[config.mk]
export PLATFORM = sky130hd
export DESIGN_NAME = log_page_assembler
export DESIGN_NICKNAME = d
export VERILOG_FILES = /design/src/rtl/log_page_assembler.sv
export SDC_FILE = /design/constraint.sdc
export NUM_CORES = 1
export LEC_CHECK = 0
export ABC_AREA = 1
export BUFFER_PORTS_ARGS = -buffer_cell sky130_fd_sc_hd__buf_4
export CAP_MARGIN = 20
export CORE_AREA = 5 5 81 83
export CTS_BUF_LIST = sky130_fd_sc_hd__clkbuf_2
export DETAILED_ROUTE_END_ITERATION = 7
export DIE_AREA = 0 0 86 88
export HOLD_SLACK_MARGIN = 0.02
export PLACE_DENSITY = 0.76
export SLEW_MARGIN = 20
export SYNTH_ARGS = -nofsm -noshare
export SYNTH_HDL_FRONTEND = slang
export SYNTH_SLANG_ARGS = --single-unit
[constraint.sdc]
create_clock -name clk -period 1.43 [get_ports clk]
set_input_delay 0.143 -clock clk [delete_from_list [all_inputs] [get_ports clk]]
set_output_delay 0.143 -clock clk [all_outputs]
set_load 0.005 [all_outputs]
[src/rtl/log_page_assembler.sv]
`default_nettype none
// ============================================================================
// Module   : log_page_assembler
// Purpose  : Packs a log byte stream into PAGES_PER_WRITE page-RAM slots and
//            requests a flash write per full (or flushed and padded) batch.
//            Optional macro LOG_PAGE_SEQ_HDR_EN prefixes each batch with a
//            4-byte big-endian batch sequence header.
// Revision : 1.0
// ============================================================================
module log_page_assembler #(
    parameter int         PAGE_BYTES      = 8192,
    parameter int         PAGES_PER_WRITE = 3,
    parameter logic [7:0] PAD_BYTE        = 8'hFF
) (
    input  logic        clk,
    input  logic        rst,
    input  logic [7:0]  in_data,
    input  logic        in_valid,
    output logic        in_ready,
    input  logic        flush_req,
    output logic        ram_we,
    output logic [14:0] ram_addr,
    output logic [7:0]  ram_din,
    output logic        en_write,
    input  logic        end_write,
    output logic        busy,
    output logic [15:0] batch_cnt
);

    typedef enum logic [2:0] {
        S_FILL = 3'd0,
        S_HDR  = 3'd1,
        S_PAD  = 3'd2,
        S_REQ  = 3'd3,
        S_WAIT = 3'd4
    } state_t;

    localparam logic [12:0] LAST_OFF  = 13'(PAGE_BYTES - 1);
    localparam logic [1:0]  LAST_SLOT = 2'(PAGES_PER_WRITE - 1);

`ifdef LOG_PAGE_SEQ_HDR_EN
    localparam state_t      BATCH_START = S_HDR;
    localparam logic [12:0] FIRST_OFF   = 13'd4;
`else
    localparam state_t      BATCH_START = S_FILL;
    localparam logic [12:0] FIRST_OFF   = 13'd0;
`endif

    state_t      state_q, state_d;
    logic [1:0]  slot_q, slot_d;
    logic [12:0] offset_q, offset_d;
    logic        in_ready_q, in_ready_d;
    logic        ram_we_q, ram_we_d;
    logic [14:0] ram_addr_q, ram_addr_d;
    logic [7:0]  ram_din_q, ram_din_d;
    logic        en_write_q, en_write_d;
    logic        busy_q, busy_d;
    logic [15:0] batch_cnt_q, batch_cnt_d;

    logic accept;
    logic at_last_byte;
    logic batch_empty;

    // in_ready_q is only ever high in FILL, so it alone qualifies an accept
    assign accept       = in_valid && in_ready_q;
    assign at_last_byte = (slot_q == LAST_SLOT) && (offset_q == LAST_OFF);
    assign batch_empty  = (slot_q == 2'd0) && (offset_q == FIRST_OFF);

    always_comb begin
        state_d     = state_q;
        slot_d      = slot_q;
        offset_d    = offset_q;
        ram_we_d    = 1'b0;
        ram_addr_d  = ram_addr_q;
        ram_din_d   = ram_din_q;
        en_write_d  = en_write_q;
        batch_cnt_d = batch_cnt_q;

        case (state_q)
            S_FILL: begin
                if (accept) begin
                    ram_we_d   = 1'b1;
                    ram_addr_d = {slot_q, offset_q};
                    ram_din_d  = in_data;
                    if (offset_q == LAST_OFF) begin
                        offset_d = 13'd0;
                        slot_d   = slot_q + 2'd1;
                    end else begin
                        offset_d = offset_q + 13'd1;
                    end
                    if (at_last_byte) begin
                        state_d = S_REQ;
                    end else if (flush_req) begin
                        state_d = S_PAD;
                    end
                end else if (flush_req && !batch_empty) begin
                    state_d = S_PAD;
                end
            end
`ifdef LOG_PAGE_SEQ_HDR_EN
            S_HDR: begin
                ram_we_d   = 1'b1;
                ram_addr_d = {2'd0, offset_q};
                case (offset_q[1:0])
                    2'd2:    ram_din_d = batch_cnt_q[15:8];
                    2'd3:    ram_din_d = batch_cnt_q[7:0];
                    default: ram_din_d = 8'h00;
                endcase
                offset_d = offset_q + 13'd1;
                if (offset_q[1:0] == 2'd3) begin
                    state_d = S_FILL;
                end
            end
`endif
            S_PAD: begin
                ram_we_d   = 1'b1;
                ram_addr_d = {slot_q, offset_q};
                ram_din_d  = PAD_BYTE;
                if (offset_q == LAST_OFF) begin
                    offset_d = 13'd0;
                    slot_d   = slot_q + 2'd1;
                end else begin
                    offset_d = offset_q + 13'd1;
                end
                if (at_last_byte) begin
                    state_d = S_REQ;
                end
            end
            S_REQ: begin
                en_write_d = 1'b1;
                state_d    = S_WAIT;
            end
            S_WAIT: begin
                if (end_write) begin
                    en_write_d  = 1'b0;
                    slot_d      = 2'd0;
                    offset_d    = 13'd0;
                    batch_cnt_d = batch_cnt_q + 16'd1;
                    state_d     = BATCH_START;
                end
            end
            default: begin
                state_d = BATCH_START;
            end
        endcase

        in_ready_d = (state_d == S_FILL);
        busy_d     = (state_d != S_FILL);
    end

    always_ff @(posedge clk) begin
        if (rst) begin
            state_q     <= BATCH_START;
            slot_q      <= 2'd0;
            offset_q    <= 13'd0;
            in_ready_q  <= (BATCH_START == S_FILL);
            ram_we_q    <= 1'b0;
            ram_addr_q  <= 15'd0;
            ram_din_q   <= 8'd0;
            en_write_q  <= 1'b0;
            busy_q      <= (BATCH_START != S_FILL);
            batch_cnt_q <= 16'd0;
        end else begin
            state_q     <= state_d;
            slot_q      <= slot_d;
            offset_q    <= offset_d;
            in_ready_q  <= in_ready_d;
            ram_we_q    <= ram_we_d;
            ram_addr_q  <= ram_addr_d;
            ram_din_q   <= ram_din_d;
            en_write_q  <= en_write_d;
            busy_q      <= busy_d;
            batch_cnt_q <= batch_cnt_d;
        end
    end

    assign in_ready  = in_ready_q;
    assign ram_we    = ram_we_q;
    assign ram_addr  = ram_addr_q;
    assign ram_din   = ram_din_q;
    assign en_write  = en_write_q;
    assign busy      = busy_q;
    assign batch_cnt = batch_cnt_q;

endmodule
`default_nettype wire

## After elaboration in Yosys (flattened, before gate mapping)

Cells that the tools add are included.

- Register bits: 61
- Input port bits: 13
- Output and inout bits: 43
- Logic and storage cells: 60

- Add/sub/neg operators: 3
- Equal/unequal tests: 7
- Mux-type cells: 23
- Reduce and logical (&&, ||, !) cells: 17

Operators by type and width:

| kind | count |
|---|---|
| $mux 13 | 3 |
| $pmux 13 s3 | 1 |
| $pmux 15 s2 | 1 |
| $mux 3 | 6 |
| $add 16x1->16 const B | 1 |
| $pmux 8 s2 | 1 |
| $mux 15 | 1 |
| $add 13x1->13 const B | 1 |
| $eq 13x13->1 const B | 1 |
| $logic_not 13->1 | 1 |
| $pmux 3 s4 | 1 |
| $mux 8 | 1 |
| $eq 3x2->1 const B | 2 |
| $logic_not 3->1 | 2 |
| $mux 2 | 3 |
| $pmux 2 s3 | 1 |
| $reduce_and 2->1 | 3 |
| $reduce_bool 3->1 | 2 |
| $logic_and 1x1->1 | 4 |
| $ne 2x2->1 const B | 2 |
| $pmux 1 s2 | 2 |
| $reduce_bool 2->1 | 2 |
| $eq 3x3->1 const B | 1 |
| $reduce_and 3->1 | 1 |
| other kinds (5) | 6 |

## Depth between registers and ports, before layout

- Depth in word-level cells: 8
- Mapped depth: 9
- Gate-level depth less buffers: 9

## Least setup slack after synthesis

Ideal clock, no wire load.

- Kind: register to register
- From: register offset_q[0]
- To: register offset_q[1]
- Setup time: 0.116 ns
- Data arrival time: 1.213 ns
- Required time: 1.314 ns
- Setup slack: 0.101 ns
- Cell stages (with the launch flop): 10
- Path buffers: 1
- Clock period less this slack: 1.329 ns
- Path through: dfxtp_1 > ha_1 > nand2_1 > nor2_1 > nand3_1 > nand2_1 > nand2_1 > nand2_1 > buf_4 > nor2_1

- Cells in the longest elaborated chain, start to end: 4
- Elaborated cells on any way between the ends: 5
- Classes of those cells: add/sub (1); eq/ne (1); mux (3)

RTL lines:

| what | line | RTL |
|---|---|---|
| start, declared | 51 | `logic [12:0] offset_q, offset_d;` |
| start signal, assigned | 166 | `offset_q <= offset_d;` |
| $add 13x1->13 or $eq 13x13->1 (tied branches) | - |  |
| $mux 13 * | 85, 119 |  |
| $mux 13 | 81 | `if (accept) begin` |
| $pmux 13 s3 * | 79 | `case (state_q)` |

Mark *: on every way between the ends. The rest lies on a longest branch, timed or not. The select of a mux whose other input is x is not followed.
A chain may end at the register's enable or synchronous reset.

## Final worst setup path

- From: register offset_q[6]
- To: register slot_q[1]

- Cells in the longest elaborated chain, start to end: 4

RTL lines:

| what | line | RTL |
|---|---|---|
| $eq 13x13->1 * | 85, 119 |  |
| $mux 2 * | - |  |
| $mux 2 | - |  |
| $pmux 2 s3 * | - |  |
| end signal, assigned | 165 | `slot_q <= slot_d;` |
| end, declared | 50 | `logic [1:0] slot_q, slot_d;` |

Marks and branches as above.

==> metrics.txt <==
outcome complete, no violations; most common cell after layout, fill and taps aside nand2_1; Crit. End Element flop; Fin. Hold Viols 0; critical path cell sequence nand3_1, nor2_2, nand3_2, nand2_2, nand2_2, buf_4, nand3_1, o21ai_1; CP Class flop to flop; clk_skew 0.0152 ns; RSZ-0062 raised after global routing true; xor/xnor cell area share of the yosys netlist 1.23%; Seq cells post-synth 61; Final Util 66.7%; pre-CTS setup slack -0.0410 ns; post-route ant nets 0; Syn Inst Count 403; vias in the first global route 2696; Switch Pwr 1.13 mW; HPWL after DPL 5.29 mm; startpoint types flop; Initial Utilization 49.1%; Seq pwr share 53.4%; TritonCTS Buffers 9; area fraction of the dominant cell type after synthesis 43.0%; Clk pwr share 21.9%; mux share of post-synthesis cell area 0%; Port Buffers 55; crit path time final 1.37 ns; Post-Route WL 7.25 mm; worst hold slack 0.0535 ns; Peak supply drop 0.000714 V; Placed Cells 548; fmax 730 MHz; Power Density 947 nW/µm²; CP max-delay cell dfxtp_1; Worst slew margin 80.6%; simple-gate share of the synthesized area 31.5%; NumNets Final 513; total of warnings raised by yosys 0; layout cell share with drive strength beyond 1 30.3%; GR Util All Layers 19.9%; fin. max-slew vios 0; largest net degree at the start of global routing 35; Net Count, Synth 421; total congestion overflow 0; Net Sw Frac 31.0%; worst path required time 1.81 ns; Rows 28; TritonCTS clock tree done; Logic pwr share 24.7%; GPL Wtd Cong 0.851; Root Buffer clkbuf_2; DRC errors left 0; Yosys cell types 30; total power 3.65 mW; final instance area 3850 µm²; WP data arrival 1.75 ns; fin cells 573; Layout area overhead 35.7%; Core Area 5780 µm²; Avg WL per Cell 12.7 µm; Slew @ Worst Pin 0.289 ns; clk buf depth 2; die span in y 88 µm; cell taking the most area after synthesis dfxtp_1; Post-DP Area 3520 µm²; Final Cycle Share 95.8%; diode count 0; Worst Hold Class input pin to flop; htree depth 3; max-cap viol count 0; clock slew at reported path FFs 0.16 ns; leakage power total 1.67 nW; post-synthesis adder-cell area fraction 2.20%; Mapped Area 2840 µm²; P_int 2.52 mW; top post-synthesis cells by area dfxtp_1 43%, nand2_1 12%, nor2_1 8.3%; DR pass1 iterations 5; largest family of logic cells by synthesized area simple AND/OR/NAND/NOR gates; die width 86 µm; initial antenna violation count 0; I/O Pins 56; commonest non-fill, non-tap cells in the layout 87 x nand2_1, 81 x buf_4, 55 x nor2_1; first-pass GRT wire length 11.9 mm; vias per inst 5.04; Synth Area in Compound Gates 13.3%; crit-path max FO 5; final setup fails 0; register area share after synthesis 43.0%; DRT iter0 DRCs 231; via count 2890; Sink Count 61; Die ar. 7570 µm²; Largest stage delay, worst path 0.44 ns; Setup TNS 0 ns; Mean Syn Cell Area 7.05 µm²; clock latency on the worst-skew pair 0.48 ns; worst setup margin 0.0594 ns
area by class of cell:
| class | instances | area [µm²] |
|---|---|---|
| Tap cell | 75 | 93.8 |
| Multi-Input combinational cell | 282 | 1500 |
| Fill cell | 518 | 1930 |
| Timing Repair Buffer | 94 | 768 |
| Inverter | 47 | 176 |
| Sequential cell | 61 | 1250 |
| Clock buffer | 10 | 50.0 |
| Clock inverter | 4 | 17.5 |
cells by family (layout without fill, tap and decap cells):
| group | Yosys count | in the layout |
|---|---|---|
| AOI/OAI and AO/OA | 66 | 66 |
| xor gates and xnor gates | 4 | 4 |
| adders and majority gates | 5 | 5 |
| buffers and inverters | 60 | 155 |
| DFF | 61 | 61 |
| and+or+nand+nor | 207 | 207 |
worst paths after layout:
path,from,end,slack [ns],cells after the start
setup / recovery,offset_q[6],slot_q[1],0.06,8
setup reg to reg,offset_q[6],slot_q[1],0.06,8
hold reg to reg,en_write,en_write,0.49,2
hold / removal,flush_req,in_ready,0.05,6
power by group through the flow:
stage          Sequential, mW  Combinational, mW  Clock, mW
2_1_floorplan            1.98              0.407          0
3_3_place_gp             1.97              0.825          0
3_5_place_dp             1.97              0.846          0
4_1_cts                  1.94              0.874      0.806
5_1_grt                  1.97              0.989      0.896
6_report                 1.95              0.903      0.799
critical path: cells and delay by family, from the launching register on:
family	cells	cell delay (ns)
flops	1	0.44
compound gates	1	0.07
simple gates	6	0.62
buf+inv	1	0.14
cell usage after synthesis:
library cell  instances
nand4_1               9
nand3_1              25
buf_6                 2
a21oi_2               1
o21ai_1               1
nand2_2               2
o21ai_0              24
nor3_1                5
nand3b_1              1
clkbuf_1              6
nand3_2               1
nor2_1               63
nand2_1              93
ha_1                  5
nor2_2                4
xnor2_1               1
o22ai_1               3
dfxtp_1              61
nor3_2                2
buf_4                 1
inv_2                 1
o21a_1                2
xor2_1                3
inv_1                46
nor2_4                1
o221a_2               5
a21boi_0              1
nand3_4               1
buf_2                 4
a21oi_1              29
state kept, by name (all words and copies together) (netlist names):
| register | flops |
|---|---|
| offset_q | 13 |
| en_write | 1 |
| ram_din | 8 |
| busy | 1 |
| ram_addr | 15 |
| state_q | 3 |
| slot_q | 2 |
| ram_we | 1 |
| in_ready | 1 |
| batch_cnt | 16 |
per-layer routing:
metal  up-vias  global-route usage [%]  part of all wire [%]
met3        10                    6.11                   8.2
met1      1300                    27.1                    49
met2        97                    29.9                    42
met5         -                       0                     0
met4         0                    6.33                   1.2
li1       1483                       -                     -
repair_timing:
action | 4_1_cts | 5_1_grt
setup buffers | 0 | 1
hold endpoints to repair | 19 | 0
setup endpoints to repair | 16 | 47
resized for setup | 10 | 46
hold buffers | 10 | 0
pin swaps | 2 | 8
No activity file was read; power rests on OpenSTA's default activity.
